File: src/rtl/unary_stream_decoder_if.sv
// Handshake bundle for the unary stream decoder: unary/sign inputs toward the
// decoder and the valid/ready result stream plus error pulses coming back.
interface unary_stream_decoder_if #(
    parameter int LANES     = 2,
    parameter int BIT_WIDTH = 5
);
    logic                            frame_start;
    logic [LANES-1:0]                unary_in;
    logic [LANES-1:0]                sign_in;
    logic                            out_valid;
    logic                            out_ready;
    logic [LANES-1:0][BIT_WIDTH-1:0] out_data;
    logic [LANES-1:0]                out_sat;
    logic                            frame_err;
    logic                            drop_err;

    modport master (
        output frame_start, unary_in, sign_in, out_ready,
        input  out_valid, out_data, out_sat, frame_err, drop_err
    );

    modport slave (
        input  frame_start, unary_in, sign_in, out_ready,
        output out_valid, out_data, out_sat, frame_err, drop_err
    );
endinterface

File: src/rtl/unary_stream_decoder.sv
// Counts ones per lane over a fixed window, converts the count to a signed word
// and queues the per-window result in a 2-entry registered output FIFO.
module unary_stream_decoder #(
    parameter int BIT_WIDTH = 5,
    parameter int SIZE      = BIT_WIDTH - 1,
    parameter int LANES     = 2,
    parameter int WINDOW    = (1 << SIZE) + 2,
    parameter int CNT_W     = $clog2(WINDOW + 1)
) (
    input logic                   clk,
    input logic                   reset,
    unary_stream_decoder_if.slave bus
);
    localparam int MAX_MAG = (1 << SIZE) - 1;

    typedef enum logic {IDLE, COLLECT} state_t;
    typedef logic [LANES-1:0][BIT_WIDTH-1:0] words_t;

    state_t                      r_state;
    logic [CNT_W-1:0]            r_pos;
    logic [LANES-1:0][CNT_W-1:0] r_cnt;
    logic [LANES-1:0]            r_seen_zero;
    logic [LANES-1:0]            r_shape_err;
    logic [LANES-1:0]            r_sign;
    logic                        r_frame_err;

    words_t                      r_head_data, r_tail_data;
    logic [LANES-1:0]            r_head_sat, r_tail_sat;
    logic                        r_head_vld, r_tail_vld;
    logic                        r_drop_err;

    logic [LANES-1:0][CNT_W-1:0] w_cnt_final;
    logic [LANES-1:0]            w_shape_final;
    logic [LANES-1:0]            w_sat;
    words_t                      w_words;
    logic                        w_last;
    logic                        w_pop;

    function automatic logic [SIZE-1:0] sat_mag(input logic [CNT_W-1:0] cnt);
        if (cnt > CNT_W'(MAX_MAG)) begin
            return SIZE'(MAX_MAG);
        end else begin
            return cnt[SIZE-1:0];
        end
    endfunction

    function automatic logic signed [BIT_WIDTH-1:0] to_word(input logic [SIZE-1:0] mag,
                                                            input logic neg);
        logic signed [BIT_WIDTH-1:0] mag_s;
        mag_s = BIT_WIDTH'(mag);
        return neg ? -mag_s : mag_s;
    endfunction

    // The last window cycle's bit is folded in combinationally so the push
    // happens on the edge that ends the window.
    assign w_last = (r_state == COLLECT) && (r_pos == CNT_W'(WINDOW - 1));
    assign w_pop  = r_head_vld && bus.out_ready;

    always_comb begin
        w_cnt_final   = '0;
        w_shape_final = '0;
        w_sat         = '0;
        w_words       = '0;
        for (int l = 0; l < LANES; l++) begin
            w_cnt_final[l]   = r_cnt[l] + CNT_W'(bus.unary_in[l]);
            w_shape_final[l] = r_shape_err[l] | (r_seen_zero[l] & bus.unary_in[l]);
            w_sat[l]         = (w_cnt_final[l] > CNT_W'(MAX_MAG)) | w_shape_final[l];
            w_words[l]       = to_word(sat_mag(w_cnt_final[l]), r_sign[l]);
        end
    end

    always_ff @(posedge clk or posedge reset) begin
        if (reset) begin
            r_state     <= IDLE;
            r_pos       <= '0;
            r_cnt       <= '0;
            r_seen_zero <= '0;
            r_shape_err <= '0;
            r_sign      <= '0;
            r_frame_err <= 1'b0;
        end else begin
            r_frame_err <= 1'b0;
            if (bus.frame_start) begin
                // A start before the last cycle abandons the partial window.
                r_frame_err <= (r_state == COLLECT) && !w_last;
                r_state     <= COLLECT;
                r_pos       <= CNT_W'(1);
                r_shape_err <= '0;
                r_seen_zero <= ~bus.unary_in;
                r_sign      <= bus.sign_in;
                for (int l = 0; l < LANES; l++) begin
                    r_cnt[l] <= CNT_W'(bus.unary_in[l]);
                end
            end else if (r_state == COLLECT) begin
                if (w_last) begin
                    r_state <= IDLE;
                end else begin
                    r_pos       <= r_pos + CNT_W'(1);
                    r_cnt       <= w_cnt_final;
                    r_shape_err <= w_shape_final;
                    r_seen_zero <= r_seen_zero | ~bus.unary_in;
                end
            end
        end
    end

    // Head register drives the outputs directly; tail is the second slot.
    always_ff @(posedge clk or posedge reset) begin
        if (reset) begin
            r_head_data <= '0;
            r_head_sat  <= '0;
            r_head_vld  <= 1'b0;
            r_tail_data <= '0;
            r_tail_sat  <= '0;
            r_tail_vld  <= 1'b0;
            r_drop_err  <= 1'b0;
        end else begin
            r_drop_err <= w_last && r_tail_vld && !w_pop;
            if (w_pop) begin
                if (r_tail_vld) begin
                    r_head_data <= r_tail_data;
                    r_head_sat  <= r_tail_sat;
                    if (w_last) begin
                        r_tail_data <= w_words;
                        r_tail_sat  <= w_sat;
                    end else begin
                        r_tail_vld <= 1'b0;
                    end
                end else if (w_last) begin
                    r_head_data <= w_words;
                    r_head_sat  <= w_sat;
                end else begin
                    r_head_vld <= 1'b0;
                end
            end else if (w_last) begin
                if (!r_head_vld) begin
                    r_head_data <= w_words;
                    r_head_sat  <= w_sat;
                    r_head_vld  <= 1'b1;
                end else if (!r_tail_vld) begin
                    r_tail_data <= w_words;
                    r_tail_sat  <= w_sat;
                    r_tail_vld  <= 1'b1;
                end
            end
        end
    end

    assign bus.out_valid = r_head_vld;
    assign bus.out_data  = r_head_data;
    assign bus.out_sat   = r_head_sat;
    assign bus.frame_err = r_frame_err;
    assign bus.drop_err  = r_drop_err;
endmodule

File: src/flat_wrapper.sv
// flat-port wrapper written by rule: the top's interface ports become plain ports
module unary_stream_decoder_flat 
#(
    parameter int BIT_WIDTH = 5,
    parameter int SIZE      = BIT_WIDTH - 1,
    parameter int LANES     = 2,
    parameter int WINDOW    = (1 << SIZE) + 2,
    parameter int CNT_W     = $clog2(WINDOW + 1)
)
  (clk, reset, bus_frame_start, bus_unary_in, bus_sign_in, bus_out_ready, bus_out_valid, bus_out_data, bus_out_sat, bus_frame_err, bus_drop_err);
  unary_stream_decoder_if #(.LANES(LANES), .BIT_WIDTH(BIT_WIDTH)) bus_i ();
  input logic clk;
  input logic reset;
  input wire logic [$bits(bus_i.frame_start)-1:0] bus_frame_start;
  input wire logic [$bits(bus_i.unary_in)-1:0] bus_unary_in;
  input wire logic [$bits(bus_i.sign_in)-1:0] bus_sign_in;
  input wire logic [$bits(bus_i.out_ready)-1:0] bus_out_ready;
  output wire logic [$bits(bus_i.out_valid)-1:0] bus_out_valid;
  output wire logic [$bits(bus_i.out_data)-1:0] bus_out_data;
  output wire logic [$bits(bus_i.out_sat)-1:0] bus_out_sat;
  output wire logic [$bits(bus_i.frame_err)-1:0] bus_frame_err;
  output wire logic [$bits(bus_i.drop_err)-1:0] bus_drop_err;
  assign bus_i.frame_start = bus_frame_start;
  assign bus_i.unary_in = bus_unary_in;
  assign bus_i.sign_in = bus_sign_in;
  assign bus_i.out_ready = bus_out_ready;
  assign bus_out_valid = bus_i.out_valid;
  assign bus_out_data = bus_i.out_data;
  assign bus_out_sat = bus_i.out_sat;
  assign bus_frame_err = bus_i.frame_err;
  assign bus_drop_err = bus_i.drop_err;
  unary_stream_decoder #(.BIT_WIDTH(BIT_WIDTH), .SIZE(SIZE), .LANES(LANES), .WINDOW(WINDOW), .CNT_W(CNT_W)) u_core (.clk(clk), .reset(reset), .bus(bus_i));
endmodule
File: config.mk
export PLATFORM = sky130hd
export DESIGN_NAME = unary_stream_decoder_flat
export DESIGN_NICKNAME = d
export VERILOG_FILES = /design/src/rtl/unary_stream_decoder_if.sv /design/src/rtl/unary_stream_decoder.sv /design/src/flat_wrapper.sv
export SDC_FILE = /design/constraint.sdc
export NUM_CORES = 1
export LEC_CHECK = 0
export BUFFER_PORTS_ARGS = -buffer_cell sky130_fd_sc_hd__buf_2
export CAP_MARGIN = 5
export CORE_MARGIN = 1
export CORE_UTILIZATION = 58
export CTS_CLUSTER_DIAMETER = 200
export DETAILED_ROUTE_END_ITERATION = 12
export PLACE_DENSITY_LB_ADDON = 0.3
export REMOVE_ABC_BUFFERS = 1
export SYNTH_ARGS = -nofsm -noshare
export SYNTH_HDL_FRONTEND = slang
export SYNTH_SLANG_ARGS = --single-unit
File: constraint.sdc
create_clock -name clk -period 2.7 [get_ports clk]
set_input_delay 0.135 -clock clk [delete_from_list [all_inputs] [get_ports clk]]
set_output_delay 0.135 -clock clk [all_outputs]
set_load 0.005 [all_outputs]
* Yosys cells after proc, flatten, opt, wreduce, memory -nomap -nowiden
Cells that the tools add are included.
Storage, ports and cells: flip-flop bits (word level) 50, bits of input ports 8, logic and storage cells 105
Operators by class: add/sub/neg operators 5, $lt $le $gt $ge 2, equal/unequal tests 8, muxes and demuxes 49, bitwise gates (word level) 8, reduce and logical (&&, ||, !) cells 16
Operators by type and width (count):
- two-way mux 10 bit | 13
- two-way mux 2 bit | 16
- two-way mux 5 bit | 5
- two-way mux 1 bit | 13
- inequality test 2 bit, second input constant | 6
- adder 5 x 1 -> 5 bit | 2
- > comparator 5 x 4 -> 1 bit, second input constant | 2
- negator 4 -> 5 bit | 2
- two-way mux 4 bit | 2
- nonzero test 2 bit | 4
- AND reduction 3 bit | 2
- adder 5 x 1 -> 5 bit, second input constant | 1
- equality test 5 bit, second input constant | 1
- logical AND 1 bit | 5
- AND reduction 5 bit | 1
- OR 1 bit | 4
- AND reduction 2 bit | 2
- AND 1 bit | 2
- logical NOT 1 bit | 2
- inequality test 2 x 1 -> 1 bit, second input constant | 1
- inverter 2 bit | 1
- OR 2 bit | 1

* Logic depth before layout (Yosys ltp)
Gate-level depths: netlist of the first run.
depth after elaboration 9, mapped depth 10, mapped depth without buffers 9

* Least setup slack after synthesis of the first run
No wires, ideal clock.
path type reg2reg, from register u_core.r_cnt[0] (netlist name), to register u_core.r_head_data (netlist bit u_core.bus.out_data[1]), library setup time 128 ps, arrival 1829 ps, setup slack 743 ps, stages on the path, launching flop included 11, clock period less this slack 1957 ps, cell sequence dfrtp_1 > ha_1 > ha_1 > buf_2 > nand3_1 > xnor2_1 > nor2_1 > ha_1 > nand2b_1 > o31ai_1 > o21ai_1
Between the ends: word-level cells in the longest chain between the ends 8, elaborated cells between the ends (all ways) 10, classes of those cells 2 x add/sub; 1 x order compare; 7 x mux
Ends and longest elaborated chain:
- start, declared | line unary_stream_decoder.sv:21 | logic [LANES-1:0][CNT_W-1:0] r_cnt;
- start signal, assigned by index | line unary_stream_decoder.sv:92 | r_cnt[l] <= CNT_W'(bus.unary_in[l]);
- start signal, assigned | line unary_stream_decoder.sv:99 | r_cnt <= w_cnt_final;
- adder 5 x 1 -> 5 bit * | line unary_stream_decoder.sv:65 | w_cnt_final[l] = r_cnt[l] + CNT_W'(bus.unary_in[l]);
- > comparator 5 x 4 -> 1 bit | line unary_stream_decoder.sv:40 | if (cnt > CNT_W'(MAX_MAG)) begin
- two-way mux 4 bit * | line unary_stream_decoder.sv:40
- negator 4 -> 5 bit | line unary_stream_decoder.sv:51 | return neg ? -mag_s : mag_s;
- two-way mux 5 bit * | line unary_stream_decoder.sv:51
- two-way mux 10 bit (on tied branches) | line unary_stream_decoder.sv:136, unary_stream_decoder.sv:129
- two-way mux 10 bit (on tied branches) | line unary_stream_decoder.sv:135, unary_stream_decoder.sv:120
- two-way mux 10 bit * | line unary_stream_decoder.sv:119 | if (w_pop) begin
- end signal, assigned | line unary_stream_decoder.sv:121 | r_head_data <= r_tail_data;
- end signal, assigned | line unary_stream_decoder.sv:130 | r_head_data <= w_words;
- end signal, assigned | line unary_stream_decoder.sv:137 | r_head_data <= w_words;
- end, declared | line unary_stream_decoder.sv:27 | words_t r_head_data, r_tail_data;
Mark *: on every way between the ends. The rest lies on a longest branch, timed or not. The select of a mux whose other input is x is not followed. A chain may end at the register's enable or synchronous reset.

* Final worst setup path of the first run
from register u_core.r_cnt[0] (netlist name), to register u_core.r_tail_data[1] (netlist name)
Between the ends: word-level cells in the longest chain between the ends 9, elaborated cells between the ends (all ways) 11, classes of those cells 2 x add/sub; 1 x order compare; 8 x mux
Ends and longest elaborated chain:
- adder 5 x 1 -> 5 bit * | line unary_stream_decoder.sv:65
- > comparator 5 x 4 -> 1 bit | line unary_stream_decoder.sv:40
- two-way mux 4 bit * | line unary_stream_decoder.sv:40
- negator 4 -> 5 bit | line unary_stream_decoder.sv:51
- two-way mux 5 bit * | line unary_stream_decoder.sv:51
- two-way mux 10 bit | line unary_stream_decoder.sv:140 | end else if (!r_tail_vld) begin
- two-way mux 10 bit | line unary_stream_decoder.sv:136 | if (!r_head_vld) begin
- two-way mux 10 bit | line unary_stream_decoder.sv:135 | end else if (w_last) begin
- two-way mux 10 bit * | line unary_stream_decoder.sv:119
- end signal, assigned | line unary_stream_decoder.sv:124 | r_tail_data <= w_words;
- end signal, assigned | line unary_stream_decoder.sv:141 | r_tail_data <= w_words;
- end, declared | line unary_stream_decoder.sv:27
Marked as above.

==> impl_results.md, run 1 <==
- Sinks on the clock net: 50
- Average wire per standard cell: 13.8 µm
- DRT Pass-1 Iters: 4
- PwrDens: 606 nW/µm²
- Placer Congestion: 0.807
- Final Power: 0.00163 W
- Final Hold Fails: 0
- Buf/Inv on CP: 0
- CTS HTree Levels: 2
- CTS max path bufs: 2
- Critical Path AT: 2420 ps
- Max Cap Violations: 0
- Leak: 1.27 nW
- Top post-synthesis cells by count: dfrtp_1, nand2_1, o21ai_1
- DRC viols: 0
- Peak fanout along the critical path: 6
- Setup bufs post-CTS: 0
- Slowest cell delay on critical path: 360 ps
- Pin count of the biggest net entering global routing: 51
- Core ar.: 4060 µm²
- Worst setup SP type: flip-flop
- GRT Util Overall: 0.220
- R2R Setup Slk: 470 ps
- Synth Instances: 241
- Fillers: 331
- Die Ht: 67.3 µm
- GRT overflow: 0
- CP delay by family, top: adder cells
- Cell Rows: 23
- Worst-margin pin slew: 1020 ps
- Status: finished, final reports clean
- Area Growth Syn to Fin: 8.75%
- IO Port Bufs: 22
- Crit-path cells: ha_1 -> ha_1 -> nand3_1 -> xnor2_1 -> nor2_1 -> ha_1 -> nand2b_1 -> o31ai_1 -> o21ai_1
- Routed via count: 1711
- Clock root buffer: clkbuf_8
- Seq/Total Area, Yosys: 0.506
- Top FF cell, synth: dfrtp_1
- Hold WC Path Type: in2reg
- Die width: 67.3 µm
- Post-cts hold buffer count: 0
- Cts repair resizes: 0
- Synth Cell Area: 2470 µm²
- Yosys warning count: 0
- EDFF count, synth: 0
- Nets: 273
- Minimum clock period: 2230 ps
- Latest clock arrival within the worst-skew pair: 310 ps
- Top-area cell type share of the netlist area: 0.506
- Critical Path RT: 2890 ps
- Count of cell types in the netlist: 40
- Area leader, netlist: dfrtp_1
- Asr flop ratio synth: 1.00
- Io pins: 23
- CP Capture Type: flip-flop
- Worst-path clk slew: 90 ps
- Crit path top cell by count: ha_1
- Fmax: 449 MHz
- Worst slew margin: 0.321
- Final ANT Viol Nets: 0
- Crit share post-route: 0.825
- Worst Setup Path Type: reg2reg
- Slowest CP cell: dfrtp_1
- Die area: 4530 µm²
- Share of layout cells above drive strength 1: 0.163
- Most frequent cell after synthesis: dfrtp_1
- RSZ-0062 raised after global routing: no
- Setup tns final: 0 ps
- Post-synthesis register bit count: 50
- CTS tree: done
- ANT cells: 0
- Count of final max-slew check failures: 0
- Hold WS: 51.8 ps
- Detailed Place HPWL: 2870 µm
- Maximum VDD drop: 353 µV
- Starting Density: 0.610
- Vias in the first global route: 1565
- Final core utilization: 0.663
- Vias/cell: 5.56
- Avg Cell Area, Syn: 10.3 µm²
- Global-route wire length before repair: 7310 µm
- Clock skew: 6.27 ps
- Initial antenna violation count: 0
- Finish-stage setup viols: 0
- WL final: 4260 µm
- TritonCTS buffer count: 5
- Initial DRC count: 140
- Dominant cells by area after synthesis: dfrtp_1, o21ai_1, nand2_1
==> area by class of cell <==
class                      instances  area [µm²]  share of cell area
sequential                        50        1250               0.465
multi-input combinational        170        1120               0.415
timing repair buffer              24         125              0.0465
clock buffer                       5        68.8              0.0256
tap                               50        62.6              0.0232
clock inverter                     3        45.0              0.0167
inverter                           6        22.5             0.00837
==> registers in the layout, summed over array words and instances (netlist names) <==
| register | count |
|---|---|
| u_core.r_tail_data | 10 |
| u_core.r_shape_err | 2 |
| u_core.bus.frame_err | 1 |
| u_core.bus.out_valid | 1 |
| u_core.r_sign | 2 |
| u_core.r_cnt | 10 |
| u_core.bus.out_sat | 2 |
| u_core.r_tail_vld | 1 |
| u_core.r_tail_sat | 2 |
| u_core.r_pos | 5 |
| u_core.r_seen_zero | 2 |
| u_core.bus.out_data | 10 |
| u_core.r_state | 1 |
| u_core.bus.drop_err | 1 |
==> layout by cell type, fill, tap and decap left out, drive strengths merged, types with 5 or more instances in the layout <==
cell,n
inv,6
o21ai,29
clkbuf,5
a22oi,11
mux2i,5
nor2,19
dfrtp,50
a31oi,5
xnor2,11
xor2,11
ha,8
buf,24
nand2,30
==> cells by family (layout without fill, tap and decap cells) <==
| family | Yosys count | count (layout) | share of synthesized area |
|---|---|---|---|
| compound gates | 58 | 58 | 0.149 |
| fa+ha+maj | 8 | 8 | 0.0404 |
| flops | 50 | 50 | 0.506 |
| simple gates | 75 | 75 | 0.147 |
| mux | 7 | 7 | 0.0293 |
| xor+xnor | 22 | 22 | 0.0854 |
| buf+inv | 21 | 38 | 0.0435 |
==> per-layer routing <==
layer  vias up  global-route usage  share of wire
met5         -                   0              0
met4         0              0.0878          0.016
met3         6              0.0557          0.036
met2        27               0.339           0.45
met1       814               0.294           0.50
li1        864                   -              -
==> stage by stage <==
| step | instance area (µm²) | std cells | setup WS [ps] |
|---|---|---|---|
| 5_1_grt | 2690 | 308 | 275 |
| 2_1_floorplan | 2390 | 226 | 628 |
| 3_3_place_gp | 2580 | 300 | 590 |
| 4_1_cts | 2690 | 308 | 470 |
| 6_report | 2690 | 308 | 473 |
| 3_5_place_dp | 2580 | 300 | 508 |
==> power breakdown <==
part | leakage (nW) | switching [W] | internal [W]
Combinational | 0.556 | 0.000139 | 0.000115
Sequential | 0.660 | 0.0000446 | 0.000804
Clock | 0.0504 | 0.000254 | 0.000276
==> path summary, 6_finish.rpt <==
check | startpoint | to | depth (start not counted)
worst min-delay path | bus_sign_in[0] | u_core.r_sign[0]$_DFFE_PP0P_ | 2
worst max-delay path | u_core.r_cnt[0]$_DFFE_PP0P_ | u_core.r_tail_data[1]$_DFFE_PP0P_ | 9
worst max register to register | u_core.r_cnt[0]$_DFFE_PP0P_ | u_core.r_tail_data[1]$_DFFE_PP0P_ | 9
max in group asynchronous | reset | u_core.r_tail_data[3]$_DFFE_PP0P_ | 2
worst min register to register | u_core.r_tail_data[8]$_DFFE_PP0P_ | u_core.bus.out_data[8]$_DFFE_PP0P_ | 2
min in group asynchronous | reset | u_core.r_shape_err[0]$_DFFE_PP0P_ | 2
(Power assumes the default switching activity.)
==> run 2, diff against run 1 <==
- clock period: 2.7 -> 2.1 ns (I/O delays scaled with it)
==> run 2 against run 1 <==
Sequential cell count unchanged. Clock skew down 3.5 ps. First-iteration DRC count is 21% higher. Critical path type unchanged. Largest power group unchanged.
==> impl_results.md, run 2 (synthesized netlist as in run 1, its figures left out) <==
- Placed insts: 307 (was 300)
- DRC viols: 0 (unchanged)
- Setup tns final: 0 ps (unchanged)
- CTS HTree Levels: 2 (unchanged)
- Global-route wire length before repair: 7690 µm (was 7310 µm)
- TritonCTS buffer count: 5 (unchanged)
- Detailed Place HPWL: 3160 µm (was 2870 µm)
- Fillers: 315 (was 331)
- Setup bufs post-CTS: 0 (unchanged)
- Latest clock arrival within the worst-skew pair: 300 ps (was 310 ps)
- Crit-path cells: ha_1 -> ha_1 -> nand3_1 -> xnor2_2 -> nor2_2 -> ha_1 -> nand2b_1 -> o31ai_1 -> o21ai_1 (was ha_1 -> ha_1 -> nand3_1 -> xnor2_1 -> nor2_1 -> ha_1 -> nand2b_1 -> o31ai_1 -> o21ai_1)
- Critical Path AT: 2160 ps (was 2420 ps)
- Io pins: 23 (unchanged)
- Die width: 67.3 µm (unchanged)
- Met1 Use GR: 0.306 (was 0.294)
- Initial DRC count: 169 (was 140)
- Count of final max-slew check failures: 0 (unchanged)
- Gr busiest metal: met2 (unchanged)
- Average wire per standard cell: 14.8 µm (was 13.8 µm)
- Die area: 4530 µm² (unchanged)
- Worst setup SP type: flip-flop (unchanged)
- Design Area, Final: 2780 µm² (was 2690 µm²)
- RSZ-0062 raised after global routing: no (unchanged)
- Core ar.: 4060 µm² (unchanged)
- Cell Rows: 23 (unchanged)
- Final Power: 0.00212 W (was 0.00163 W)
- Commonest non-fill, non-tap cell in the layout: dfrtp_1 (unchanged)
- Die Ht: 67.3 µm (unchanged)
- Worst Min Path Start: bus_sign_in[1] (was bus_sign_in[0])
- Worst slew margin: 0.687 (was 0.321)
- CP delay by family, top: adder cells (unchanged)
- CP Capture Type: flip-flop (unchanged)
- GRT overflow: 0 (unchanged)
- Leak: 1.32 nW (was 1.27 nW)
- Met3 Usage GRT: 0.0541 (was 0.0557)
- Initial antenna violation count: 0 (unchanged)
- Multi-input logic area: 1150 µm² (was 1120 µm²)
- Worst Setup Path Type: reg2reg (unchanged)
- Reg area: 1250 µm² (unchanged)
- Sinks on the clock net: 50 (unchanged)
- DRT Pass-1 Iters: 6 (was 4)
- Vias in the first global route: 1673 (was 1565)
- Final Hold Fails: 0 (unchanged)
- DP Area: 2630 µm² (was 2580 µm²)
- Reg2reg start: u_core.r_cnt[0]$_DFFE_PP0P_ (unchanged)
- Peak fanout along the critical path: 4 (was 6)
- Area Growth Syn to Fin: 12.3% (was 8.75%)
- Minimum clock period: 1980 ps (was 2230 ps)
- Fin cells: 316 (was 308)
- Buf/Inv on CP: 0 (unchanged)
- Share of layout cells above drive strength 1: 0.203 (was 0.163)
- Vias/cell: 5.59 (was 5.56)
- Starting Density: 0.610 (unchanged)
- Status: finished, final reports clean (unchanged)
- PwrDens: 764 nW/µm² (was 606 nW/µm²)
- CTS max path bufs: 2 (unchanged)
- R2R Setup Slk: 120 ps (was 470 ps)
- Final ANT Viol Nets: 0 (unchanged)
- GRT Util Overall: 0.229 (was 0.220)
- Hold WC Path Type: in2reg (unchanged)
- Worst Setup SP: u_core.r_cnt[0]$_DFFE_PP0P_ (unchanged)
- Met2 Use GR: 0.364 (was 0.339)
- Crit path top cell by count: ha_1 (unchanged)
- Fmax: 505 MHz (was 449 MHz)
- Worst-path clk slew: 90 ps (about the same)
- Critical Path RT: 2280 ps (was 2890 ps)
- Placer Congestion: 0.829 (was 0.807)
- Maximum VDD drop: 392 µV (was 353 µV)
- ANT cells: 0 (unchanged)
- Slowest cell delay on critical path: 400 ps (was 360 ps)
- Pin count of the biggest net entering global routing: 26 (was 51)
- Slowest CP cell: dfrtp_1 (unchanged)
- Crit share post-route: 0.943 (was 0.825)
- Clock root buffer: clkbuf_8 (unchanged)
- Clock skew: 2.75 ps (was 6.27 ps)
- Hold WS: 26.6 ps (was 51.8 ps)
- Finish-stage setup viols: 0 (unchanged)
- WL final: 4670 µm (was 4260 µm)
- Routed via count: 1766 (was 1711)
- IO Port Bufs: 22 (unchanged)
- Nets: 281 (was 273)
- Most frequent cells in the layout: dfrtp_1, nand2_1, o21ai_1 (unchanged)
- Worst-margin pin slew: 468 ps (was 1020 ps)
- CTS tree: done (unchanged)
- Max Cap Violations: 0 (unchanged)
run 2: cell types whose count changed in the layout (fill, tap and decap cells not counted), sizes merged:
cell         previous run  this run
dlygate4sd3             0         1
buf                    24        31
clkinvlp                2         0
clkinv                  0         2
run 2: stage by stage:
step                       util  worst slack (ps)
after global placement    0.648               137
after floorplan               -              28.1
after detailed placement  0.648              43.0
after CTS                 0.678              35.5
after global routing      0.685              13.8
final                     0.685               120
run 2: layer usage:
metal	wire (µm)	vias up
met3	171	9
met2	2230	35
met4	63	0
li1	-	874
met5	0	-
met1	2210	848
run 2: final timing paths:
kind,endpoint,cells past startpoint
min in group asynchronous,u_core.r_cnt[6]$_DFFE_PP0P_,3
max in group asynchronous,u_core.bus.out_data[2]$_DFFE_PP0P_,4
worst min register to register,u_core.r_tail_data[7]$_DFFE_PP0P_,2
worst max-delay path,u_core.r_tail_data[1]$_DFFE_PP0P_,9
worst min-delay path,u_core.r_sign[1]$_DFFE_PP0P_,2
worst max register to register,u_core.r_tail_data[1]$_DFFE_PP0P_,9
run 2: repair_timing:
| item | CTS | global route |
|---|---|---|
| pin swaps | 0 | 1 |
| endpoints found under the hold margin | 20 | 0 |
| hold buffers | 1 | 0 |
| endpoints found under the setup margin | 4 | 13 |
| gates resized for setup | 1 | 7 |
run 2: report_power, final:
part           internal (W)  leakage (nW)  switching, W
logic              0.000170         0.604      0.000193
clock network      0.000351        0.0579      0.000317
registers           0.00103         0.660     0.0000599
total               0.00155          1.32      0.000570
run 2: worst reg2reg max path, cell delays in order (launching register included):
cell and delay (ps):
dfrtp_1 400, ha_1 210, ha_1 220, nand3_1 150
xnor2_2 170, nor2_2 80, ha_1 280, nand2b_1 140
o31ai_1 120, o21ai_1 100
run 2: cell type report:
type | count | share of cell area
tap | 50 | 0.0225
multi-input combinational | 170 | 0.412
timing repair buffer | 32 | 0.0675
clock buffer | 5 | 0.0248
inverter | 6 | 0.00810
sequential | 50 | 0.450
clock inverter | 3 | 0.0144
